File: src/rtl/npu_pkg.sv
// Shared NPU definitions: PE control encodings and data-bus arbiter types/defaults.
package npu_pkg;

  localparam int unsigned NUM_PE_DEF   = 8;
  localparam logic [4:0]  MAX_HOLD_DEF = 5'd24;
  localparam int unsigned PE_ID_W      = 3;

  typedef enum logic [2:0] {
    PE_CTRL_NOP,
    PE_CTRL_LOAD,
    PE_CTRL_MAC,
    PE_CTRL_STORE,
    PE_CTRL_FLUSH
  } pe_ctrl_e;

  typedef enum logic [1:0] {
    ARB_IDLE,
    ARB_GRANT,
    ARB_HOST,
    ARB_TURN
  } arb_state_e;

endpackage

File: src/rtl/pe_bus_arb_rr_pick.sv
// Combinational round-robin picker: first set req bit at or after (last_id+1) mod NUM_PE.
module rr_pick #(
  parameter int unsigned NUM_PE = 8,
  parameter int unsigned ID_W   = 3
) (
  input  logic [NUM_PE-1:0] req,
  input  logic [ID_W-1:0]   last_id,
  output logic [NUM_PE-1:0] winner,
  output logic [ID_W-1:0]   winner_id,
  output logic              any
);

  logic [ID_W-1:0] k;

  always_comb begin
    winner    = '0;
    winner_id = '0;
    any       = 1'b0;
    k         = '0;
    for (int unsigned i = 1; i <= NUM_PE; i++) begin
      k = ID_W'((32'(last_id) + i) % NUM_PE);
      if (!any && req[k]) begin
        any       = 1'b1;
        winner[k] = 1'b1;
        winner_id = k;
      end
    end
  end

endmodule

File: src/rtl/pe_bus_arb.sv
// Shared data-bus arbiter: host priority, round-robin among PEs, hold timeout,
// and a one-cycle turnaround between owners.
module pe_bus_arb
  import npu_pkg::*;
#(
  parameter int unsigned NUM_PE   = NUM_PE_DEF,
  parameter logic [4:0]  MAX_HOLD = MAX_HOLD_DEF
) (
  input  logic                 clk,
  input  logic                 rst,
  input  logic                 host_we,
  input  logic [NUM_PE-1:0]    req,
  input  logic [NUM_PE-1:0]    done,
  output logic [NUM_PE-1:0]    gnt,
  output logic                 host_gnt,
  output logic [PE_ID_W-1:0]   gnt_id,
  output logic                 bus_busy,
  output logic                 timeout_err,
  output logic [PE_ID_W-1:0]   err_id
);

  arb_state_e           state, state_nxt;
  logic [NUM_PE-1:0]    gnt_nxt, win_oh;
  logic                 host_gnt_nxt, timeout_err_nxt, win_any;
  logic [PE_ID_W-1:0]   gnt_id_nxt, last_id, last_id_nxt, win_id, err_id_nxt;
  logic [4:0]           hold_cnt, hold_cnt_nxt;
  logic                 release_hit, limit_hit;

  rr_pick #(
    .NUM_PE (NUM_PE),
    .ID_W   (PE_ID_W)
  ) u_pick (
    .req       (req),
    .last_id   (last_id),
    .winner    (win_oh),
    .winner_id (win_id),
    .any       (win_any)
  );

  // Only the holder's done/req bits matter; gnt_id names the holder in GRANT.
  assign release_hit = done[gnt_id] | ~req[gnt_id];
  assign limit_hit   = (hold_cnt == MAX_HOLD - 5'd1);
  assign bus_busy    = (state != ARB_IDLE);

  always_comb begin
    state_nxt       = state;
    gnt_nxt         = gnt;
    host_gnt_nxt    = host_gnt;
    gnt_id_nxt      = gnt_id;
    last_id_nxt     = last_id;
    hold_cnt_nxt    = hold_cnt;
    timeout_err_nxt = timeout_err;
    err_id_nxt      = err_id;
    unique case (state)
      ARB_IDLE: begin
        if (host_we) begin
          state_nxt    = ARB_HOST;
          host_gnt_nxt = 1'b1;
        end else if (win_any) begin
          state_nxt    = ARB_GRANT;
          gnt_nxt      = win_oh;
          gnt_id_nxt   = win_id;
          last_id_nxt  = win_id;
          hold_cnt_nxt = '0;
        end
      end
      ARB_GRANT: begin
        hold_cnt_nxt = hold_cnt + 5'd1;
        if (release_hit || limit_hit) begin
          state_nxt = ARB_TURN;
          gnt_nxt   = '0;
        end
        // A release coinciding with the limit is a normal release.
        if (limit_hit && !release_hit) begin
          timeout_err_nxt = 1'b1;
          if (!timeout_err) err_id_nxt = gnt_id;
        end
      end
      ARB_HOST: begin
        if (!host_we) begin
          state_nxt    = ARB_TURN;
          host_gnt_nxt = 1'b0;
        end
      end
      ARB_TURN: state_nxt = ARB_IDLE;
      default:  state_nxt = ARB_IDLE;
    endcase
  end

  always_ff @(posedge clk or posedge rst) begin
    if (rst) begin
      state       <= ARB_IDLE;
      gnt         <= '0;
      host_gnt    <= 1'b0;
      gnt_id      <= '0;
      last_id     <= PE_ID_W'(NUM_PE - 1);
      hold_cnt    <= '0;
      timeout_err <= 1'b0;
      err_id      <= '0;
    end else begin
      state       <= state_nxt;
      gnt         <= gnt_nxt;
      host_gnt    <= host_gnt_nxt;
      gnt_id      <= gnt_id_nxt;
      last_id     <= last_id_nxt;
      hold_cnt    <= hold_cnt_nxt;
      timeout_err <= timeout_err_nxt;
      err_id      <= err_id_nxt;
    end
  end

endmodule
File: config.mk
export PLATFORM = sky130hd
export DESIGN_NAME = pe_bus_arb
export DESIGN_NICKNAME = d
export VERILOG_FILES = /design/src/rtl/npu_pkg.sv /design/src/rtl/pe_bus_arb_rr_pick.sv /design/src/rtl/pe_bus_arb.sv
export SDC_FILE = /design/constraint.sdc
export NUM_CORES = 1
export LEC_CHECK = 0
export ABC_AREA = 1
export CAP_MARGIN = 30
export CORE_MARGIN = 5
export CORE_UTILIZATION = 45
export CTS_CLUSTER_SIZE = 30
export DETAILED_ROUTE_END_ITERATION = 10
export HOLD_SLACK_MARGIN = 0.03
export PLACE_DENSITY = 0.69
export SKIP_LAST_GASP = 1
export SLEW_MARGIN = 25
export SYNTH_ARGS = -nofsm -noshare
export SYNTH_HDL_FRONTEND = slang
export SYNTH_SLANG_ARGS = --single-unit
File: constraint.sdc
create_clock -name clk -period 6.6 [get_ports clk]
set_clock_uncertainty 0.1 [all_clocks]
set_input_delay 1.32 -clock clk [delete_from_list [all_inputs] [get_ports clk]]
set_output_delay 1.32 -clock clk [all_outputs]
set_load 0.01 [all_outputs]
* Word level (Yosys, flattened, before mapping)
Cells that the tools add are included.
Storage, ports and cells: word-level logic and storage cells 166, output and inout port bits 17, register bits after elaboration 26, input port bits 19
Cells by class: eq/ne operators 10, $lt $le $gt $ge 17, reduce and logical (&&, ||, !) cells 36, add/subtract/negate cells 9, bitwise gates (word level) 11, multiplexer cells 75
Operator list (number):
- 2-to-1 mux 8 bit | 11
- bitwise OR 8 bit | 7
- less-than comparator 3 x 4 -> 1 bit, second input constant | 9
- binary-select mux 1 bit (select 3 bit) | 10
- 2-to-1 mux 1 bit | 28
- demux 1 bit (select 3 bit) | 8
- greater-or-equal comparator 3 x 1 -> 1 bit, second input constant | 8
- 2-to-1 mux 3 bit | 8
- logical AND 1 bit | 16
- one-hot mux 8 bit (2 select lines) | 1
- AND reduction 3 bit | 5
- adder 3 bit, second input constant | 4
- 2-to-1 mux 5 bit | 2
- one-hot mux 5 bit (2 select lines) | 1
- zero test 1 bit | 8
- 2-to-1 mux 2 bit | 4
- inequality test 2 bit, second input constant | 4
- one-hot mux 2 bit (4 select lines) | 1
- adder 3 x 1 -> 3 bit, second input constant | 2
- adder 3 x 2 -> 3 bit, second input constant | 2
- nonzero test 2 bit | 3
- adder 5 x 1 -> 5 bit, second input constant | 1
- equality test 5 bit, second input constant | 1
- equality test 2 bit, second input constant | 2
- other kinds (10) | 12

* Logic depth before layout (Yosys ltp)
depth in word-level cells 28, gate-level depth with buffers 20, gate-level depth less buffers 17

* Cells and area by module
Synthesis repeated with hierarchy kept, for this count alone.
Second synthesis, totals: cell total of the unflattened synthesis 480, area total of the unflattened synthesis 2934.1 um^2
Modules (own cells, without submodules):
- rr_pick | sequential area each 0.0 um^2, cells each 310, times used 1, area an instance 1569.0 um^2
- pe_bus_arb | sequential area each 654.4 um^2, cells each 170, times used 1, area an instance 1365.1 um^2

* Worst setup path before layout
OpenSTA, ideal clock, no wires.
kind input-to-reg, start in req[4], end reg gnt[0], data required time 6.435 ns, buffers on the path 0, arrival 2.545 ns, setup time 0.065 ns, path slack 3.890 ns, stages 13, path through nand2_1 > nand3_2 > nand3_1 > nand2_4 > nor2_4 > nand4_2 > nor2_4 > nand3_2 > nand2_4 > nand2_4 > nand2_8 > nand2_2 > nand2_1
Between the ends: longest elaborated chain between the ends 27, elaborated cells between the ends (all ways) 64, those cells by class eq/ne: 2; mux: 37; bitwise: 9; reduce/logical: 16
Ends and longest elaborated chain:
- start: declaration | RTL line pe_bus_arb.sv:12 | input logic [NUM_PE-1:0] req,
- binary-select mux 1 bit (select 3 bit) | RTL line pe_bus_arb_rr_pick.sv:22 | if (!any && req[k]) begin
- 2-to-1 mux 1 bit (not written as such) | RTL line pe_bus_arb_rr_pick.sv:22
- 2-to-1 mux 1 bit | RTL line pe_bus_arb_rr_pick.sv:22
- zero test 1 bit | RTL line pe_bus_arb_rr_pick.sv:22
- logical AND 1 bit | RTL line pe_bus_arb_rr_pick.sv:22
- 2-to-1 mux 1 bit | RTL line pe_bus_arb_rr_pick.sv:22
- zero test 1 bit | RTL line pe_bus_arb_rr_pick.sv:22
- logical AND 1 bit | RTL line pe_bus_arb_rr_pick.sv:22
- [11 not listed]
- logical AND 1 bit | RTL line pe_bus_arb_rr_pick.sv:22
- 2-to-1 mux 1 bit | RTL line pe_bus_arb_rr_pick.sv:22
- zero test 1 bit | RTL line pe_bus_arb_rr_pick.sv:22
- logical AND 1 bit | RTL line pe_bus_arb_rr_pick.sv:22
- 2-to-1 mux 8 bit | RTL line pe_bus_arb_rr_pick.sv:22
- 2-to-1 mux 8 bit | RTL line pe_bus_arb.sv:59 | end else if (win_any) begin
- 2-to-1 mux 8 bit | RTL line pe_bus_arb.sv:56 | if (host_we) begin
- one-hot mux 8 bit (2 select lines) | RTL line pe_bus_arb.sv:54 | unique case (state)
- end signal: assignment | RTL line pe_bus_arb.sv:102 | gnt <= gnt_nxt;
- end: declaration | RTL line pe_bus_arb.sv:14 | output logic [NUM_PE-1:0] gnt,
Several ways; a longest one is shown, not always the timed one. The select of a mux whose other input is x is not followed. A chain may end at the register's enable or synchronous reset.

* Worst setup path in the final report
start reg last_id[0], end reg gnt[2]
Between the ends: longest elaborated chain between the ends 28, elaborated cells between the ends (all ways) 106, those cells by class add/sub: 8; order compare: 16; eq/ne: 1; mux: 51; bitwise: 7; reduce/logical: 23
Ends and longest elaborated chain:
- start: declaration | RTL line pe_bus_arb.sv:25 | logic [PE_ID_W-1:0] gnt_id_nxt, last_id, last_id_nxt, win_id, err_id_nxt;
- start signal: assignment | RTL line pe_bus_arb.sv:96 | last_id <= PE_ID_W'(NUM_PE - 1);
- start signal: assignment | RTL line pe_bus_arb.sv:105 | last_id <= last_id_nxt;
- parallel branches: the longest is 28 deep, another holds less-than comparator 3 x 4 -> 1 bit
Several ways; the timed one is not identified. The select of a mux whose other input is x is not followed.

==> metrics.csv <==
metric,value,unit
final hold violations,0,
Post-synth top cells,"nand2_1 (135), nand3_1 (65), nor2_1 (50), inv_1 (35), dfrtp_1 (23)",
first-pass GRT wire length,13.2,mm
Synth top area share,0.202,
total gr overflow,0,
mapped cell area,2850,µm²
Period minus WS final,4070,ps
share of layout cells above drive strength 1,0.116,
Finished Layout Cells,553,
largest cells by area after synthesis,"dfrtp_1 (20%), nand2_1 (18%), nand3_1 (11%)",
worst skew pair latency,270,ps
VDD IR max,467,µV
routed via count,3057,
Post-Syn Nets,481,
Final Max Tran Viols,0,
TritonCTS Buffers,3,
"Max FO, Critical Path",23,
"CTS clk-pin slew, worst paths",80,ps
Die X,89.5,µm
cts hold-fix bufs,0,
CTS tree,yes,
Worst-Margin Slew,484,ps
pin count of the biggest net entering global routing,24,
Initial Util,0.456,
cell taking the most area after synthesis,dfrtp_1,
CP Launch Type,flip-flop,
yosys warns,0,
1st-iter DRT viols,261,
drt total wl,7.81,mm
DP Area,3220,µm²
post-synthesis simple-gate area fraction,0.567,
"Top FF cell, synth",dfrtp_1,
"Seq/Total Area, Yosys",0.230,
Worst setup EP type,flip-flop,
Post-Place Setup Slack,2610,ps
critical path arrival,4180,ps
PwrDens,579,nW/µm²
Synth Area in Compound Gates,0.0563,
mux share of post-synthesis cell area,0,
Synth Area in Adders,0.0440,
Critical Path RT,6710,ps
status,finished clean,
number of setup violations in the final report,0,
All-Layer GR Usage,0.206,
Detail Route Antenna Nets,0,
largest family of logic cells by synthesized area,simple AND/OR/NAND/NOR gates,
total iterations of the first detailed-routing run,5,
Final Hold Slack,387,ps
DRC Markers,0,
ant diodes,0,
top-count cell post-synth,nand2_1,
Core Area,6240,µm²
Tcrit/Tclk final,0.616,
Fillers,636,
fmax,0.246,GHz
cts repair resizes,0,
Synth Area in XOR/XNOR,0.00615,
die height,89.5,µm
H-tree depth,1,
initial antenna violation count,0,
P_leak,1.61,nW
vias in the first global route,2884,
final setup margin,2530,ps
vias per std cell,5.53,
RSZ-0062 raised after global routing,false,
die area,8020,µm²
Layout area overhead,15.5,%
count of different cell masters after synthesis,37,
Final Core Density,0.527,
Nets,506,
worst hold path class,flip-flop to flip-flop,
overall power,1.90,mW
num rows,29,
design area,3290,µm²
number of synthesized flops with an enable pin,0,
Root Driver,clkbuf_8,
io pins,36,
clock sinks,26,
#FFs+latches synth,26,
Async SR Flop Fraction,1.00,
RePlAce Congestion,0.955,
maxcap violations,0,
setup repair bufs after CTS,0,
Clock Tree Buf Depth,2,
post-DP HPWL,6.22,mm
syn_area_per_cell,6.30,µm²
placed insts,549,
Slew Limit Headroom,0.678,
setup tns final,0,ps
drt wl/cell,14.1,µm
Post-Syn Instances,452,
Worst Setup Path Type,flip-flop to flip-flop,
Buffers on Ports,35,
==> placed cells by master (no fill, tap or decap), drive strengths merged, types with 2 or more instances in the layout <==
cell type	synthesis	routed
buf	13	2
dfstp	3	3
dfrtp	23	23
xor2	2	2
o21bai	2	2
nand2	156	156
o21ai	15	15
nor3	14	14
o221ai	3	3
ha	10	10
nand3	74	74
clkdlybuf4s50	0	35
inv	42	42
nor2	55	55
nand3b	7	7
clkbuf	4	3
nand4	21	21
a21oi	4	4
==> worst max-delay path: stages (launching register included) <==
cell and delay, ps:
dfstp_2 790, inv_2 280, ha_1 570, inv_2 290, nand3_1 180, nand3_1 140, nand2_1 240, inv_2 170
nand4_2 150, nor2_4 410, nand3_2 150, nand2_4 180, nand2_4 120, nand2_8 120, nand2_2 60, nand2_1 50
==> area by class of cell <==
type / instances / area, µm² / share of cell area
clock buffers: 3 / 41.3 / 0.0126
well taps: 77 / 96.3 / 0.0293
multi-input cells: 366 / 1920 / 0.583
clock inverters: 1 / 30.0 / 0.00914
inverters: 43 / 164 / 0.0499
flip-flops and latches: 26 / 654 / 0.199
repair buffers: 37 / 385 / 0.117
==> flip-flops by register name, indices dropped and copies added (netlist names) <==
signal       flops
gnt              8
hold_cnt         5
err_id           3
gnt_id           3
last_id          3
state            2
host_gnt         1
timeout_err      1
==> cell families (layout without fill, tap and decap cells) <==
family / after synthesis / in the layout
adders and majority gates: 10 / 10
buffers and inverters: 60 / 84
xor gates and xnor gates: 2 / 2
AOI/OAI and AO/OA: 26 / 26
and+or+nand+nor: 328 / 328
DFF: 26 / 26
==> per-layer routing <==
layer  track usage  routed length (µm)  vias up
met3        0.0120                 422       25
met2         0.343                3640      117
met5             0                   0        -
met4        0.0717                 240        0
li1              -                   -     1535
met1         0.284                3510     1380
==> report_power, final <==
group          switching (mW)  internal (mW)
registers              0.0788          0.217
logic                    1.03          0.444
clock network          0.0473         0.0811
==> worst paths after layout <==
path | from | slack, ps | cells past startpoint | to
worst max-delay path | last_id[0] | 2530 | 15 | gnt[2]
worst min register to register | gnt[4] | 390 | 2 | gnt[4]
max in group asynchronous | rst | 4620 | 3 | last_id[2]
worst max register to register | last_id[0] | 2530 | 15 | gnt[2]
min in group asynchronous | rst | 1260 | 2 | host_gnt
worst min-delay path | gnt[4] | 390 | 2 | gnt[4]
Power figures use the tool's default switching activity.
